### src/rtl/fila_pkg.sv
`default_nettype none
// ============================================================================
// Module      : fila_pkg
// Description : Shared constants and FSM encoding for the fila queue controller.
// Revision    : 1.0 - initial release
// ============================================================================
package fila_pkg;

    localparam int FILA_DEPTH  = 8;
    localparam int DEQ_LATENCY = 2;

    typedef enum logic [2:0] {
        IDLE = 3'd0,
        ENQ  = 3'd1,
        DEQ  = 3'd2,
        WAIT = 3'd3,
        CAPT = 3'd4
    } ctrl_state_t;

endpackage
`default_nettype wire

### src/rtl/fila_ctrl_if.sv
`default_nettype none
// ============================================================================
// Module      : fila_ctrl_if
// Description : Button, switch and queue-facing signals of the fila controller.
// Revision    : 1.0 - initial release
// ============================================================================
interface fila_ctrl_if;

    logic       btn_enq_in;
    logic       btn_deq_in;
    logic [7:0] sw_data_in;
    logic [7:0] len_in;
    logic [7:0] fila_data_in;
    logic       enqueue_out;
    logic       dequeue_out;
    logic [7:0] data_out;
    logic [7:0] last_out;
    logic       last_valid_out;
    logic       err_full_out;
    logic       err_empty_out;

    modport master (
        input  btn_enq_in, btn_deq_in, sw_data_in, len_in, fila_data_in,
        output enqueue_out, dequeue_out, data_out, last_out, last_valid_out,
               err_full_out, err_empty_out
    );

    modport slave (
        output btn_enq_in, btn_deq_in, sw_data_in, len_in, fila_data_in,
        input  enqueue_out, dequeue_out, data_out, last_out, last_valid_out,
               err_full_out, err_empty_out
    );

endinterface
`default_nettype wire

### src/rtl/fila_ctrl_debouncer.sv
`default_nettype none
// ============================================================================
// Module      : debouncer
// Description : 2-flop synchronizer plus stable-count debouncer for one button.
// Revision    : 1.0 - initial release
// ============================================================================
module debouncer #(
    parameter int DEBOUNCE_CYCLES = 200
) (
    input  wire logic clock_10KHz,
    input  wire logic reset,
    input  wire logic btn_in,
    output logic      level_out
);

    localparam int            c_cnt_w = (DEBOUNCE_CYCLES > 1) ? $clog2(DEBOUNCE_CYCLES) : 1;
    localparam logic [c_cnt_w-1:0] c_last = c_cnt_w'(DEBOUNCE_CYCLES - 1);

    logic [1:0]         r_sync;
    logic [c_cnt_w-1:0] r_cnt;
    logic               r_level;

    // Level flips on the DEBOUNCE_CYCLES-th consecutive differing sample; any agreement restarts the count.
    always_ff @(posedge clock_10KHz or posedge reset) begin
        if (reset) begin
            r_sync  <= 2'b00;
            r_cnt   <= '0;
            r_level <= 1'b0;
        end else begin
            r_sync <= {r_sync[0], btn_in};
            if (r_sync[1] == r_level) begin
                r_cnt <= '0;
            end else if (r_cnt == c_last) begin
                r_level <= r_sync[1];
                r_cnt   <= '0;
            end else begin
                r_cnt <= r_cnt + 1'b1;
            end
        end
    end

    assign level_out = r_level;

endmodule
`default_nettype wire

### src/rtl/fila_ctrl.sv
`default_nettype none
// ============================================================================
// Module      : fila_ctrl
// Description : Button front-end for the fila byte queue: edge detect, command
//               FSM, full/empty error flags and dequeued-byte capture.
//               FILA_CTRL_DEBOUNCE_EN selects debounced buttons (else sync only).
// Revision    : 1.0 - initial release
// ============================================================================
module fila_ctrl #(
    parameter int DEBOUNCE_CYCLES = 200,
    parameter int FILA_DEPTH      = fila_pkg::FILA_DEPTH
) (
    input  wire logic   clock_10KHz,
    input  wire logic   reset,
    fila_ctrl_if.master bus
);

    import fila_pkg::*;

    localparam logic [2:0] c_st_idle = IDLE;
    localparam logic [2:0] c_st_enq  = ENQ;
    localparam logic [2:0] c_st_deq  = DEQ;
    localparam logic [2:0] c_st_wait = WAIT;
    localparam logic [2:0] c_st_capt = CAPT;
    localparam logic [7:0] c_depth   = 8'(FILA_DEPTH);
    localparam logic       c_capt_end = 1'(DEQ_LATENCY - 1);

    if (DEBOUNCE_CYCLES < 1) begin : g_bad_debounce
        $error("fila_ctrl: DEBOUNCE_CYCLES must be at least 1");
    end

    logic w_enq_level;
    logic w_deq_level;

`ifdef FILA_CTRL_DEBOUNCE_EN
    debouncer #(.DEBOUNCE_CYCLES(DEBOUNCE_CYCLES)) u_dbnc_enq (
        .clock_10KHz (clock_10KHz),
        .reset       (reset),
        .btn_in      (bus.btn_enq_in),
        .level_out   (w_enq_level)
    );

    debouncer #(.DEBOUNCE_CYCLES(DEBOUNCE_CYCLES)) u_dbnc_deq (
        .clock_10KHz (clock_10KHz),
        .reset       (reset),
        .btn_in      (bus.btn_deq_in),
        .level_out   (w_deq_level)
    );
`else
    logic [1:0] r_sync_enq;
    logic [1:0] r_sync_deq;

    always_ff @(posedge clock_10KHz or posedge reset) begin
        if (reset) begin
            r_sync_enq <= 2'b00;
            r_sync_deq <= 2'b00;
        end else begin
            r_sync_enq <= {r_sync_enq[0], bus.btn_enq_in};
            r_sync_deq <= {r_sync_deq[0], bus.btn_deq_in};
        end
    end

    assign w_enq_level = r_sync_enq[1];
    assign w_deq_level = r_sync_deq[1];
`endif

    logic       r_enq_prev, r_deq_prev;
    logic       r_enq_req,  r_deq_req;
    logic [2:0] r_state;
    logic       r_capt_cnt;
    logic       r_enqueue, r_dequeue;
    logic [7:0] r_data;
    logic [7:0] r_last;
    logic       r_last_valid;
    logic       r_err_full, r_err_empty;

    always_ff @(posedge clock_10KHz or posedge reset) begin
        if (reset) begin
            r_enq_prev <= 1'b0;
            r_deq_prev <= 1'b0;
            r_enq_req  <= 1'b0;
            r_deq_req  <= 1'b0;
        end else begin
            r_enq_prev <= w_enq_level;
            r_deq_prev <= w_deq_level;
            r_enq_req  <= w_enq_level & ~r_enq_prev;
            r_deq_req  <= w_deq_level & ~r_deq_prev;
        end
    end

    // Requests are only looked at in IDLE, so anything arriving mid-command is dropped.
    always_ff @(posedge clock_10KHz or posedge reset) begin
        if (reset) begin
            r_state      <= c_st_idle;
            r_capt_cnt   <= 1'b0;
            r_enqueue    <= 1'b0;
            r_dequeue    <= 1'b0;
            r_data       <= 8'h00;
            r_last       <= 8'h00;
            r_last_valid <= 1'b0;
            r_err_full   <= 1'b0;
            r_err_empty  <= 1'b0;
        end else begin
            r_enqueue <= 1'b0;
            r_dequeue <= 1'b0;
            case (r_state)
                c_st_idle: begin
                    if (r_enq_req) begin
                        if (bus.len_in < c_depth) begin
                            r_data      <= bus.sw_data_in;
                            r_err_full  <= 1'b0;
                            r_err_empty <= 1'b0;
                            r_enqueue   <= 1'b1;
                            r_state     <= c_st_enq;
                        end else begin
                            r_err_full  <= 1'b1;
                            r_err_empty <= 1'b0;
                        end
                    end else if (r_deq_req) begin
                        if (bus.len_in != 8'd0) begin
                            r_err_full  <= 1'b0;
                            r_err_empty <= 1'b0;
                            r_dequeue   <= 1'b1;
                            r_state     <= c_st_deq;
                        end else begin
                            r_err_empty <= 1'b1;
                            r_err_full  <= 1'b0;
                        end
                    end
                end
                c_st_enq:  r_state <= c_st_wait;
                c_st_wait: r_state <= c_st_idle;
                c_st_deq: begin
                    r_capt_cnt <= 1'b0;
                    r_state    <= c_st_capt;
                end
                c_st_capt: begin
                    // The queue presents the popped byte for exactly one cycle, DEQ_LATENCY after the pulse.
                    if (r_capt_cnt == c_capt_end) begin
                        r_last       <= bus.fila_data_in;
                        r_last_valid <= 1'b1;
                        r_state      <= c_st_idle;
                    end else begin
                        r_capt_cnt <= r_capt_cnt + 1'b1;
                    end
                end
                default: r_state <= c_st_idle;
            endcase
        end
    end

    assign bus.enqueue_out    = r_enqueue;
    assign bus.dequeue_out    = r_dequeue;
    assign bus.data_out       = r_data;
    assign bus.last_out       = r_last;
    assign bus.last_valid_out = r_last_valid;
    assign bus.err_full_out   = r_err_full;
    assign bus.err_empty_out  = r_err_empty;

endmodule
`default_nettype wire

### src/flat_wrapper.sv
// flat-port wrapper written by rule: the top's interface ports become plain ports
module fila_ctrl_flat import fila_pkg::*;
#(
    parameter int DEBOUNCE_CYCLES = 200,
    parameter int FILA_DEPTH      = fila_pkg::FILA_DEPTH
)
  (clock_10KHz, reset, bus_btn_enq_in, bus_btn_deq_in, bus_sw_data_in, bus_len_in, bus_fila_data_in, bus_enqueue_out, bus_dequeue_out, bus_data_out, bus_last_out, bus_last_valid_out, bus_err_full_out, bus_err_empty_out);
  fila_ctrl_if bus_i ();
  input  wire logic clock_10KHz;
  input  wire logic reset;
  input wire logic [$bits(bus_i.btn_enq_in)-1:0] bus_btn_enq_in;
  input wire logic [$bits(bus_i.btn_deq_in)-1:0] bus_btn_deq_in;
  input wire logic [$bits(bus_i.sw_data_in)-1:0] bus_sw_data_in;
  input wire logic [$bits(bus_i.len_in)-1:0] bus_len_in;
  input wire logic [$bits(bus_i.fila_data_in)-1:0] bus_fila_data_in;
  output wire logic [$bits(bus_i.enqueue_out)-1:0] bus_enqueue_out;
  output wire logic [$bits(bus_i.dequeue_out)-1:0] bus_dequeue_out;
  output wire logic [$bits(bus_i.data_out)-1:0] bus_data_out;
  output wire logic [$bits(bus_i.last_out)-1:0] bus_last_out;
  output wire logic [$bits(bus_i.last_valid_out)-1:0] bus_last_valid_out;
  output wire logic [$bits(bus_i.err_full_out)-1:0] bus_err_full_out;
  output wire logic [$bits(bus_i.err_empty_out)-1:0] bus_err_empty_out;
  assign bus_i.btn_enq_in = bus_btn_enq_in;
  assign bus_i.btn_deq_in = bus_btn_deq_in;
  assign bus_i.sw_data_in = bus_sw_data_in;
  assign bus_i.len_in = bus_len_in;
  assign bus_i.fila_data_in = bus_fila_data_in;
  assign bus_enqueue_out = bus_i.enqueue_out;
  assign bus_dequeue_out = bus_i.dequeue_out;
  assign bus_data_out = bus_i.data_out;
  assign bus_last_out = bus_i.last_out;
  assign bus_last_valid_out = bus_i.last_valid_out;
  assign bus_err_full_out = bus_i.err_full_out;
  assign bus_err_empty_out = bus_i.err_empty_out;
  fila_ctrl #(.DEBOUNCE_CYCLES(DEBOUNCE_CYCLES), .FILA_DEPTH(FILA_DEPTH)) u_core (.clock_10KHz(clock_10KHz), .reset(reset), .bus(bus_i));
endmodule
### config.mk
export PLATFORM = sky130hd
export DESIGN_NAME = fila_ctrl_flat
export DESIGN_NICKNAME = d
export VERILOG_FILES = /design/src/rtl/fila_pkg.sv /design/src/rtl/fila_ctrl_if.sv /design/src/rtl/fila_ctrl_debouncer.sv /design/src/rtl/fila_ctrl.sv /design/src/flat_wrapper.sv
export SDC_FILE = /design/constraint.sdc
export NUM_CORES = 1
export LEC_CHECK = 0
export CORE_MARGIN = 3
export CORE_UTILIZATION = 42
export DETAILED_ROUTE_END_ITERATION = 10
export PLACE_DENSITY = 0.77
export SKIP_CTS_REPAIR_TIMING = 1
export SLEW_MARGIN = 10
export SYNTH_ARGS = -nofsm -noshare
export SYNTH_HDL_FRONTEND = slang
export SYNTH_SLANG_ARGS = --single-unit
### constraint.sdc
create_clock -name clock_10KHz -period 1.5 [get_ports clock_10KHz]
set_clock_uncertainty 0.05 [all_clocks]
set_input_delay 0.3 -clock clock_10KHz [delete_from_list [all_inputs] [get_ports clock_10KHz]]
set_output_delay 0.3 -clock clock_10KHz [all_outputs]
set_load 0.03 [all_outputs]
Word-level counts from Yosys, hierarchy flattened
Cells that the tools add are included.
Storage, ports and cells
  register bits after elaboration: 33
  output and inout port bits: 21
Cells by class
  $add $sub $neg: 1
  bitwise operators: 4
  multiplexer cells: 21
  reduce and logical (&&, ||, !) cells: 8
  equal/unequal tests: 7
  order comparisons: 1
Operators by type and width (number)
  two-way mux 3 bit: 5
  two-way mux 1 bit: 14
  case mux 3 bit (4 select lines): 1
  < comparator 8 x 4 -> 1 bit (second input constant): 1
  nonzero test 8 bit: 1
  != test 3 x 1 -> 1 bit (second input constant): 2
  AND reduction 2 bit: 2
  AND reduction 4 bit: 1
  nonzero test 2 bit: 2
  == test 3 x 1 -> 1 bit (second input constant): 1
  == test 3 x 2 -> 1 bit (second input constant): 1
  == test 3 bit (second input constant): 1
  zero test 3 bit: 1
  != test 3 bit (second input constant): 1
  AND reduction 3 bit: 1
  AND 1 bit: 2
  != test 2 x 1 -> 1 bit (second input constant): 1
  NOT 1 bit: 2
  case mux 1 bit (2 select lines): 1
  adder 1 bit (second input constant): 1

Logic depth before layout (Yosys ltp)
Gate-level depths: netlist of the first run.
  depth after elaboration: 5
  depth in mapped cells: 5

Least setup slack after synthesis of the first run
No wires, ideal clock.
  kind: reg-to-reg
  start: register u_core.r_state[2]
  end: register u_core.r_data[0] (netlist: u_core.bus.data_out[0])
  period minus slack after synthesis: 1375 ps
  buffers on the path: 1
  required time: 1325 ps
  setup slack: 125 ps
  data arrival time: 1201 ps
  cell stages (with the launch flop): 5
  cells stage by stage: dfrtp_1 -> buf_6 -> nor3_4 -> nand4_4 -> mux2_2
Between the ends
  longest elaborated chain between the ends: 2
RTL lines
  start: declaration: line fila_ctrl.sv:69  | logic [2:0] r_state;
  start signal: assignment: line fila_ctrl.sv:94  | r_state <= c_st_idle;
  start signal: assignment: line fila_ctrl.sv:114  | r_state <= c_st_enq;
  start signal: assignment: line fila_ctrl.sv:124  | r_state <= c_st_deq;
  zero test 3 bit: line fila_ctrl.sv:106  | case (r_state)
  AND reduction 3 bit (no source line)
  end signal: assignment: line fila_ctrl.sv:110  | r_data <= bus.sw_data_in;
  end: declaration: line fila_ctrl.sv:72  | logic [7:0] r_data;
Every way passes these cells.
A chain may end at the register's enable or synchronous reset.

Worst setup path after layout of the first run
  start: register u_core.r_state[0]
  end: register u_core.r_data[0] (netlist: u_core.bus.data_out[0])
The elaborated chain is that of the path after synthesis.

==> results of run 1 <==
-- power by group through the flow --
stage / registers (µW) / clock network, µW / logic (µW)
6_report: 1200 / 556 / 1110
3_3_place_gp: 1220 / 0 / 1110
5_1_grt: 1240 / 621 / 1190
2_1_floorplan: 1530 / 0 / 357
4_1_cts: 1210 / 578 / 1140
3_5_place_dp: 1230 / 0 / 1140
-- layout make-up --
cell class | instances | area [µm²]
Clock buffer | 7 | 65.1
Sequential cell | 33 | 827
Multi-Input combinational cell | 49 | 398
Fill cell | 208 | 852
Inverter | 2 | 7.51
Tap cell | 31 | 38.8
Clock inverter | 1 | 5.00
Timing Repair Buffer | 58 | 612
-- worst max-delay path: stages (launching register included) --
cell	delay (ns)
dfrtp_1	0.41
buf_6	0.13
nor3_4	0.22
nand4_4	0.21
mux2_4	0.35
-- cell usage after synthesis (all sizes together) --
master / instances
nor3: 4
o21ai: 6
a31oi: 1
nand4: 1
nand3: 1
mux2i: 1
a21oi: 1
nor4b: 1
buf: 3
dfrtp: 33
a22o: 1
and2: 1
nor2: 6
nand3b: 1
inv: 2
or2: 1
or3: 1
nor2b: 2
and3: 2
mux2: 16
nand2: 2
-- logic make-up after synthesis --
| group | count (synthesis) | synth area share (%) |
|---|---|---|
| AOI/OAI and AO/OA | 9 | 3.97 |
| buffers and inverters | 5 | 3.28 |
| DFF | 33 | 65.5 |
| muxes | 17 | 15.1 |
| and+or+nand+nor | 23 | 12.1 |
-- through the flow --
stage	utilization (%)	worst slack (ns)	instance area (µm²)	total power, µW
CTS	67.1	-0.252	1880	2930
detailed placement	64.6	-0.220	1810	2370
global placement	64.6	-0.189	1810	2330
global route	69.6	-0.0441	1950	3050
floorplan	-	0.125	1260	1880
finish	69.6	0.0237	1950	2870
-- per-layer routing --
metal  up-vias  part of all wire [%]  track usage [%]
met2        49                    51             24.1
met3         2                    11             7.66
met4         0                  0.70             5.57
li1        426                     -                -
met1       438                    38             15.7
met5         -                     0                0
-- state kept, by name, summed over array words and instances (netlist names) --
| register | cells |
|---|---|
| u_core.r_capt_cnt | 1 |
| u_core.bus.err_empty_out | 1 |
| u_core.bus.dequeue_out | 1 |
| u_core.r_sync_enq | 2 |
| u_core.r_enq_req | 1 |
| u_core.r_enq_prev | 1 |
| u_core.r_sync_deq | 2 |
| u_core.r_state | 3 |
| u_core.bus.enqueue_out | 1 |
| u_core.r_deq_prev | 1 |
| u_core.bus.last_valid_out | 1 |
| u_core.bus.data_out | 8 |
| u_core.bus.err_full_out | 1 |
| u_core.r_deq_req | 1 |
| u_core.bus.last_out | 8 |
-- worst paths after layout --
kind,startpoint,end,slack (ns),cells after the start
max in group asynchronous,reset,u_core.r_state[2]$_DFFE_PP0P_,0.89,3
min reg2reg,u_core.r_sync_deq[0]$_DFF_PP0_,u_core.r_sync_deq[1]$_DFF_PP0_,0.30,0
max reg2reg,u_core.r_state[0]$_DFFE_PP0P_,u_core.bus.data_out[0]$_DFFE_PP0P_,0.02,4
min,reset,u_core.bus.data_out[7]$_DFFE_PP0P_,0.22,3
max,u_core.r_state[0]$_DFFE_PP0P_,u_core.bus.data_out[0]$_DFFE_PP0P_,0.02,4
min in group clock_10KHz,u_core.r_sync_deq[0]$_DFF_PP0_,u_core.r_sync_deq[1]$_DFF_PP0_,0.30,0
==> run summary, run 1 <==
Status - completed
CTS Buffer Depth - 2
DRC viols - 0
Root Driver - clkbuf_4
Endpoints failing setup - 0
Synth-to-layout area growth - 55.0%
IO Port Bufs - 48
Synth Net Count - 115
Maximum clock rate - 0.677 GHz
Die Ht - 60.8 µm
Worst EP required - 1.67 ns
Routed WL per cell - 13.4 µm
CTS H-tree depth - 2
Core ar. - 2810 µm²
Placement Rows - 19
Least-Margin Pin Slew - 0.336 ns
Leakage power - 0.00113 µW
Netlist cell types - 23
Ant diodes - 0
Switch share - 33.8%
Crit path time final - 1.48 ns
Fin. max-slew vios - 0
Largest net degree at the start of global routing - 23
Power Density - 1470 nW/µm²
Mean Syn Cell Area - 14.5 µm²
Clk_lat worst skew - 0.33 ns
Synthesized area - 1260 µm²
Reg clk slew, reported paths - 0.09 ns
Max Cap Viol - 0
Combinational power share - 38.8%
Endpoints failing hold - 0
Top cells by area, synth - dfrtp_1 (66%), mux2_2 (14%), buf_6 (2.7%), o21ai_0 (2.4%), nor2_1 (1.8%)
Clock Sinks - 33
Gp weighted congestion - 0.782
Most frequent cells in the layout - dfrtp_1 (32), clkdlybuf4s50_1 (27), dlymetal6s2s_1 (21)
Drt pass-1 iters - 4
Placed cells - 172
Die W - 60.8 µm
RSZ-0062 raised after global routing - true
Hold WS - 0.218 ns
P_sw - 969 µW
Mapped Cells - 87
Max VDD drop - 0.906 mV
Vias in the first global route - 941
First-pass GRT wire length - 3900 µm
Overflow after GRT - 0
Io pins - 49
Flop pwr share - 41.9%
Total GRT Usage - 14.5%
Register area share after synthesis - 65.5%
Min-delay worst type - input pin to asynchronous set/reset pin
Register bit total from synthesis - 33
Max Fanout on Critical Path - 8
HPWL Detailed - 1820 µm
Initial Utilization - 44.9%
Cts bufs inserted - 5
Critical Path Source Type - flop
Endpoint class of the critical path - flop
# nets final - 177
Crit path kind - flop to flop
Post-synth top area cell - dfrtp_1
Post-synth top area share - 65.5%
Critical path arrival - 1.65 ns
Clock power frac - 19.4%
Slew headroom - 77.5%
Finished Layout Cells - 181
Most common cell after layout, fill and taps aside - dfrtp_1
Initial antenna violation count - 0
Via density - 5.06
Synth Warn # - 0
Tcrit/Tclk final - 98.4%
Setup_tns - 0 ns
Die ar. - 3690 µm²
DR vias - 915
Layout cell share with drive strength beyond 1 - 26.7%
Internal power - 1900 µW
Antenna-violating nets left - 0
CTS tree - yes
Routed wire length - 2430 µm
Initial drt markers - 31
Power figures use the tool's default switching activity.
==> inputs of run 2 (changes only) <==
Settings changed: CORE_UTILIZATION 42 to 40, PLACE_DENSITY 0.77 to 0.74, RECOVER_POWER from default to 25.
==> run summary, run 2 (synthesis results as in run 1) <==
Hold Path Depth - 0
RSZ-0062 raised after global routing - true (unchanged)
Io pins - 49 (unchanged)
Max VDD drop - 1.19 mV (was 0.906 mV)
HPWL Detailed - 1910 µm (was 1820 µm)
CTS H-tree depth - 2 (unchanged)
Max Fanout on Critical Path - 8 (unchanged)
Least-Margin Pin Slew - 0.787 ns (was 0.336 ns)
Drt pass-1 iters - 4 (unchanged)
Cts bufs inserted - 5 (unchanged)
RR Startpoint - u_core.r_state[0]$_DFFE_PP0P_ (unchanged)
Worst setup margin - -0.0186 ns (was 0.0237 ns)
Core ar. - 2880 µm² (was 2810 µm²)
Crit path time final - 1.52 ns (was 1.48 ns)
FF-to-FF path depth - 4 (unchanged)
Crit path kind - flop to flop (unchanged)
Critical path arrival - 1.70 ns (was 1.65 ns)
Routed WL per cell - 14.3 µm (was 13.4 µm)
Min-Delay Startpoint - u_core.r_sync_enq[0]$_DFF_PP0_
Antenna-violating nets left - 0 (unchanged)
Vias in the first global route - 997 (was 941)
Overflow after GRT - 0 (unchanged)
Endpoints failing hold - 0 (unchanged)
Pre-CTS WS - -0.207 ns (was -0.220 ns)
Synth-to-layout area growth - 59.4% (was 55.0%)
Fin. max-slew vios - 0 (unchanged)
Biggest cell delay along the critical path - 0.42 ns (was 0.41 ns)
IO Port Bufs - 48 (unchanged)
Slowest stage cell, crit path - dfrtp_1 (unchanged)
DRC viols - 0 (unchanged)
Layout cell share with drive strength beyond 1 - 27.2% (was 26.7%)
Endpoints failing setup - 3 (was 0)
Hold path endpoint - u_core.r_sync_enq[1]$_DFF_PP0_
Fin area - 2010 µm² (was 1950 µm²)
Endpoint class of the critical path - flop (unchanged)
# nets final - 178 (was 177)
Die W - 62.1 µm (was 60.8 µm)
Failing checks - negative setup slack
Leakage power - 0.00115 µW (was 0.00113 µW)
Die Ht - 62.1 µm (was 60.8 µm)
Total GRT Usage - 15.5% (was 14.5%)
Initial Utilization - 43.8% (was 44.9%)
Reg clk slew, reported paths - 0.10 ns (was 0.09 ns)
Largest net degree at the start of global routing - 34 (was 23)
Most frequent cells in the layout - dfrtp_1 (33), clkdlybuf4s50_1 (24), dlymetal6s2s_1 (21) (was dfrtp_1 (32), clkdlybuf4s50_1 (27), dlymetal6s2s_1 (21))
Reg2reg end - u_core.bus.data_out[3]$_DFFE_PP0P_ (was u_core.bus.data_out[0]$_DFFE_PP0P_)
DP Area - 1830 µm² (was 1810 µm²)
Initial drt markers - 9 (was 31)
Die ar. - 3860 µm² (was 3690 µm²)
Routed wire length - 2770 µm (was 2430 µm)
R2R setup slack - -0.02 ns (was 0.02 ns)
Max Cap Viol - 0 (unchanged)
CTS Buffer Depth - 2 (unchanged)
Clock Sinks - 33 (unchanged)
Via density - 4.83 (was 5.06)
Gp weighted congestion - 0.744 (was 0.782)
Slew headroom - 47.5% (was 77.5%)
Cells along the critical path - buf_6 -> nor3_4 -> nand4_4 -> mux2_4 (unchanged)
Maximum clock rate - 0.659 GHz (was 0.677 GHz)
Power Density - 1570 nW/µm² (was 1470 nW/µm²)
First-pass GRT wire length - 4600 µm (was 3900 µm)
Most common cell after layout, fill and taps aside - dfrtp_1 (unchanged)
Critical Path Source Type - flop (unchanged)
Placement Rows - 19 (unchanged)
Root Driver - clkbuf_4 (unchanged)
CTS tree - yes (unchanged)
Status - finished with violations (was completed)
Worst EP required - 1.68 ns (was 1.67 ns)
Tcrit/Tclk final - 101% (was 98.4%)
Initial antenna violation count - 0 (unchanged)
Clk_lat worst skew - 0.33 ns (about the same)
Min-delay worst type - flop to flop (was input pin to asynchronous set/reset pin)
DR vias - 932 (was 915)
Ant diodes - 0 (unchanged)
==> run 2: through the flow <==
| stage | hold WS, ns | cells | utilization [%] | power (µW) | TNS (ns) |
|---|---|---|---|---|---|
| 5_1_grt | 0.320 | 193 | 69.8 | 3340 | -0.504 |
| 3_3_place_gp | 0.283 | 182 | 63.7 | 2330 | -1.78 |
| 3_5_place_dp | 0.286 | 182 | 63.7 | 2350 | -2.08 |
| 2_1_floorplan | 0.281 | 87 | - | 1880 | 0 |
| 6_report | 0.308 | 193 | 69.8 | 3160 | -0.0296 |
| 4_1_cts | 0.250 | 190 | 67.2 | 3200 | -5.12 |
==> run 2: layout make-up <==
cell class                 count  area [µm²]
clock inverter                 3        65.1
sequential                    33         826
clock buffer                   5        37.5
multi-input combinational     49         403
tap                           42        52.6
inverter                       2        7.51
fill                         227         868
timing repair buffer          59         617
==> run 2: metal layers <==
metal | track usage (%) | share of wire, % | vias to the layer above
met3 | 6.13 | 8.4 | 7
met1 | 16.5 | 38 | 456
met2 | 25.7 | 51 | 40
li1 | - | - | 429
met5 | 0 | 0 | -
met4 | 9.94 | 2.5 | 0
==> run 2: how the worst max path moves through the flow <==
stage	cells past startpoint	startpoint	end
after floorplan	4	u_core.r_state[2]$_DFFE_PP0P_	u_core.bus.data_out[0]$_DFFE_PP0P_
after global placement	4	bus_len_in[7]	u_core.bus.data_out[2]$_DFFE_PP0P_
after detailed placement	4	bus_len_in[7]	u_core.bus.data_out[1]$_DFFE_PP0P_
after CTS	1	u_core.bus.last_out[0]$_DFFE_PP0P_	bus_last_out[0]
after global routing	4	u_core.r_state[0]$_DFFE_PP0P_	u_core.bus.data_out[3]$_DFFE_PP0P_
final	4	u_core.r_state[0]$_DFFE_PP0P_	u_core.bus.data_out[3]$_DFFE_PP0P_
==> run 2: power breakdown <==
group          leakage (µW)  switching (µW)  internal (µW)
registers          0.000413             111           1090
clock network     0.0000552             308            516
logic              0.000678             589            549
total               0.00115            1010           2150
==> run 2: worst max-delay path, delay by kind of cell, from the launching register on <==
family                 cells  cell delay, ns
muxes                      1            0.34
buffers and inverters      1            0.14
DFF                        1            0.42
and+or+nand+nor            2            0.47
